### src/rtl/skinny_sbox8_dom1_seq_ctrl.sv
// Sequencer for one DOM1 non-complete SKINNY sbox8 datapath.
// Ports: in_*/si* share input, rnd_* RNG mask fetch, sb_* held operands and
// one-hot phase vector (cycle) to the sbox, sb_bo* sbox result, out_*/bo*
// result handshake, busy. Optional macro: SKINNY_SEQ_CLEAR_EN zeroes the
// hold regs when returning to IDLE.
module skinny_sbox8_dom1_seq_ctrl #(
  parameter int NSTAGE = 4,
  parameter int NSUB   = 6,
  parameter int CW     = NSTAGE * NSUB
) (
  input  logic          clk,
  input  logic          rst,
  input  logic          in_valid,
  output logic          in_ready,
  input  logic [7:0]    si1,
  input  logic [7:0]    si0,
  input  logic          rnd_valid,
  output logic          rnd_ready,
  input  logic [7:0]    rnd,
  output logic [7:0]    sb_si1,
  output logic [7:0]    sb_si0,
  output logic [7:0]    sb_r,
  output logic [CW-1:0] cycle,
  input  logic [7:0]    sb_bo1,
  input  logic [7:0]    sb_bo0,
  output logic          out_valid,
  input  logic          out_ready,
  output logic [7:0]    bo1,
  output logic [7:0]    bo0,
  output logic          busy
);

  typedef enum logic [1:0] {
    IDLE, WAIT_RND, RUN, DONE
  } state_t;

  localparam int KW = $clog2(CW);
  localparam logic [KW-1:0] KLAST = KW'(CW - 1);

  state_t        state_q;
  logic [KW-1:0] k_q;
  logic [CW-1:0] cyc_q;
  logic [7:0]    si1_q;
  logic [7:0]    si0_q;
  logic [7:0]    r_q;
  logic          idle_q;
  logic          rnd_rdy_q;
  logic          out_vld_q;
  logic          busy_q;

  // DONE accepts a new byte in the same cycle the result leaves.
  assign in_ready  = idle_q | (out_vld_q & out_ready);
  assign rnd_ready = rnd_rdy_q;
  assign out_valid = out_vld_q;
  assign busy      = busy_q;
  assign cycle     = cyc_q;
  assign sb_si1    = si1_q;
  assign sb_si0    = si0_q;
  assign sb_r      = r_q;
  assign bo1       = out_vld_q ? sb_bo1 : 8'h00;
  assign bo0       = out_vld_q ? sb_bo0 : 8'h00;

  always_ff @(posedge clk or posedge rst) begin
    if (rst) begin
      state_q   <= IDLE;
      k_q       <= '0;
      cyc_q     <= '0;
      si1_q     <= 8'h00;
      si0_q     <= 8'h00;
      r_q       <= 8'h00;
      idle_q    <= 1'b1;
      rnd_rdy_q <= 1'b0;
      out_vld_q <= 1'b0;
      busy_q    <= 1'b0;
    end else begin
      unique case (state_q)
        IDLE: begin
          if (in_valid) begin
            si1_q     <= si1;
            si0_q     <= si0;
            state_q   <= WAIT_RND;
            idle_q    <= 1'b0;
            rnd_rdy_q <= 1'b1;
            busy_q    <= 1'b1;
          end
        end
        WAIT_RND: begin
          if (rnd_valid) begin
            r_q       <= rnd;
            k_q       <= '0;
            cyc_q     <= CW'(1);
            state_q   <= RUN;
            rnd_rdy_q <= 1'b0;
          end
        end
        RUN: begin
          if (k_q == KLAST) begin
            cyc_q     <= '0;
            state_q   <= DONE;
            out_vld_q <= 1'b1;
          end else begin
            k_q   <= k_q + KW'(1);
            cyc_q <= cyc_q << 1;
          end
        end
        DONE: begin
          if (out_ready) begin
            out_vld_q <= 1'b0;
            if (in_valid) begin
              si1_q     <= si1;
              si0_q     <= si0;
              state_q   <= WAIT_RND;
              rnd_rdy_q <= 1'b1;
            end else begin
              state_q <= IDLE;
              idle_q  <= 1'b1;
              busy_q  <= 1'b0;
`ifdef SKINNY_SEQ_CLEAR_EN
              si1_q   <= 8'h00;
              si0_q   <= 8'h00;
              r_q     <= 8'h00;
`else
              si1_q   <= si1_q;
`endif
            end
          end
        end
        default: begin
          state_q <= IDLE;
          idle_q  <= 1'b1;
        end
      endcase
    end
  end

endmodule

### config.mk
export PLATFORM = sky130hd
export DESIGN_NAME = skinny_sbox8_dom1_seq_ctrl
export DESIGN_NICKNAME = d
export VERILOG_FILES = /design/src/rtl/skinny_sbox8_dom1_seq_ctrl.sv
export SDC_FILE = /design/constraint.sdc
export NUM_CORES = 1
export LEC_CHECK = 0
export ABC_AREA = 1
export CORE_MARGIN = 1
export CORE_UTILIZATION = 43
export CTS_CLUSTER_DIAMETER = 120
export DETAILED_ROUTE_END_ITERATION = 16
export GPL_ROUTABILITY_DRIVEN = 0
export HOLD_SLACK_MARGIN = 0.06
export PLACE_DENSITY = 0.8
export RECOVER_POWER = 50
export SETUP_SLACK_MARGIN = 0.02
export SLEW_MARGIN = 20
export SYNTH_ARGS = -nofsm -noshare
export SYNTH_HDL_FRONTEND = slang
export SYNTH_SLANG_ARGS = --single-unit
### constraint.sdc
create_clock -name clk -period 2.7 [get_ports clk]
set_clock_uncertainty 0.15 [all_clocks]
set_input_delay 0.54 -clock clk [delete_from_list [all_inputs] [get_ports clk]]
set_output_delay 0.54 -clock clk [all_outputs]
set_load 0.02 [all_outputs]
==> metrics.md <==
| Metric | Value |
|---|---|
| Syn nets | ~390 |
| GR Overflow Total | 0 |
| Peak VDD IR | 614 µV |
| Fmax | between 0.3 and 0.4 GHz |
| Slowest CP cell | dfrtp_1 |
| CTS Sinks | a little under 60 |
| Diodes inserted | 0 |
| Avg Cell Area, Syn | just over 8 µm² |
| Core Box Area | ~0.0061 mm² |
| CTS Buf Count | 9 |
| # rows | 28 |
| Synth unique cells | 23 |
| Hold path depth | 2 |
| Pin count of the biggest net entering global routing | 40 |
| WL final | around 6600 µm |
| Clock-pin slew on the worst setup and hold paths | ~60 ps |
| Tmin final | 2510 ps |
| Max Slew Vio Count | 0 |
| DP Worst Slack | ~240 ps |
| Layout Nets | 507 |
| Share of post-route cells with drive strength above 1 | 0.0542 |
| CP Cell Sequence | nand2_1, inv_1, clkdlybuf4s50_1 |
| CP Capture Type | primary output |
| Startpoint Class | flip-flop |
| Post-synth EDFFs | 0 |
| Synth top area cells | dfrtp_1, nand2_1, nand3_1 |
| Postcts setup bufs | 0 |
| Crit-path leading delay family | flip-flops |
| Die Area | around 0.0068 mm² |
| WHS Endpoint | busy |
| Die height | ~80 µm |
| Worst R2R Setup Slack | ~340 ps |
| Crit Path Max Fanout | 19 |
| DR vias/cell | ~4.8 |
| Setup CP Type | flip-flop to primary output |
| GRT Util Overall | 0.210 |
| Most used flip-flop cell after synthesis | dfrtp_1 |
| Critical path data required time | roughly 2000 ps |
| DP Wirelength | 4650 µm |
| First-pass GRT wire length | ~11,000 µm |
| Synth area leader | dfrtp_1 |
| Synth Register Bits | between 50 and 60 |
| Hold Path Origin | busy |
| Die span in x | 82.2 µm |
| Clk buf depth | 2 |
| WP buf/inv | 2 |
| Count leader, synth | nand2_1 |
| Via Count | about 2,600 |
| Root Buffer Master | clkbuf_8 |
| Power Dens Cells | 1000 mW/mm² |
| Maxcap violations | 0 |
| YS warnings | 0 |
| TritonRoute pass-1 iters | 4 |
| DRC viols | 0 |
| Area grow syn2layout | 49.8% |
| # setup viols final | 0 |
| FFs w/ async S/R, synth | 1.00 |
| Initial DRC count | between 100 and 150 |
| Top cells by count, synth | nand2_1, dfrtp_1, inv_1, nand3_1, o21ai_0 |
| Reg2Reg Depth | 6 |
| Syn Inst Count | around 340 |
| CP max stage delay | roughly 700 ps |
| RSZ-0062 raised after global routing | no |
| Clk Latency, worst-skew pair | ~330 ps |
| Worst R2R End | cycle[5] |
| Area of the mapped netlist | roughly 0.0028 mm² |
| Final Hold Viols | 0 |
| Setup ws final | 188 ps |
| Setup TNS | 0 ps |
| Number of global-route vias before repair | approximately 2,500 |
| Top Ports | ~110 |
| Antenna violations before repair | 0 |
| Crit Reg-Reg Startpoint | state_q[1] |
| Rel. slew slack | 0.142 |
| WP data arrival | ~1800 ps |
| Share of the synthesized area in the top cell type | 0.525 |
| Post-CTS Hold Buffers | 0 |
| Leakage power | between 0.002 and 0.0025 µW |
| Seq/Total Area, Yosys | 0.535 |
| Post-CTS sizing | 0 |
| Starting Density | 0.456 |
| H-tree depth | 3 |
| Wire length per cell | ~12 µm |
| Fin crit share | 0.930 |
| Hold WC Path Type | flip-flop to flip-flop |
| DRT antenna net count | 0 |
| Port buffer count | about 110 |
| Worst slew pin tran | between 1000 and 1500 ps |
| Status | finished, final reports clean |
| CTS tree | built |
==> cells in the final DEF (no fill, tap or decap), drive strengths merged <==
cell           netlist  layout
clkdlybuf4s50        0     105
nor2                 9       9
nand3b               1       1
bufinv               0       2
clkbuf               8      11
clkinvlp             0       1
clkinv               1       3
nand3               35      35
o21ai               41      41
a21oi                1       1
nand2              121     121
buf                  7       3
o22ai                1       1
inv                 46      48
ha                   6       6
a21o                 1       1
nand4                6       6
dfrtp               58      58
dfstp                1       1
dlygate4sd3          0       7
==> area by class of cell <==
| class | count | area (µm²) |
|---|---|---|
| flip-flops and latches | 59 | 1480 |
| multi-input cells | 222 | 1020 |
| inverters | 47 | 176 |
| well taps | 75 | 93.8 |
| clock inverters | 7 | 98.8 |
| fillers | 499 | 1920 |
| repair buffers | 117 | 1150 |
| clock buffers | 9 | 124 |
==> sequential cells by signal, summed over array words and instances (netlist names) <==
| register | count |
|---|---|
| cycle | 24 |
| state_q | 2 |
| k_q | 5 |
| idle_q | 1 |
| sb_si1 | 8 |
| sb_r | 8 |
| out_valid | 1 |
| busy | 1 |
| sb_si0 | 8 |
| rnd_ready | 1 |
==> worst max-delay path by stage <==
stage                    from       end  cells past startpoint
finish              out_valid    bo1[0]                      3
global route              rst    k_q[3]                      3
CTS                 out_valid    bo0[6]                      3
detailed placement  out_ready  in_ready                      3
global placement    out_ready  in_ready                      3
floorplan                 rst      busy                      1
==> cell families after synthesis <==
family,Yosys count,share of synthesized area
adders and majority gates,6,0.0272
AOI/OAI and AO/OA,44,0.0810
and+or+nand+nor,172,0.261
buffers and inverters,62,0.0964
DFF,59,0.535
==> through the flow <==
step / utilization / power, µW / cell area (µm²) / cells / hold slack, ps
floorplan: - / 2510 / 2760 / 343 / 294
global placement: 0.650 / 3260 / 3940 / 520 / 307
detailed placement: 0.650 / 3300 / 3940 / 520 / 308
CTS: 0.687 / 4210 / 4160 / 536 / 317
global route: 0.683 / 4460 / 4140 / 536 / 351
finish: 0.683 / 4140 / 4140 / 536 / 315
==> report_power, final <==
part | leakage, µW | switching (µW) | internal, µW
logic | 0.00116 | 1120 | 798
clock network | 0.000110 | 364 | 525
registers | 0.000772 | 202 | 1140
==> worst min-delay path: cells and delay by family, from the launching register on <==
family	cells	cell delay (ps)
AND/OR/NAND/NOR	2	100
flip-flops	1	340
==> per-layer routing <==
metal | global-route usage | share of wire | vias up
met4 | 0.0667 | 0.011 | 0
met3 | 0.0736 | 0.058 | 8
li1 | - | - | 1302
met2 | 0.352 | 0.51 | 77
met1 | 0.251 | 0.42 | 1183
met5 | 0 | 0 | -
(Power assumes the default switching activity.)
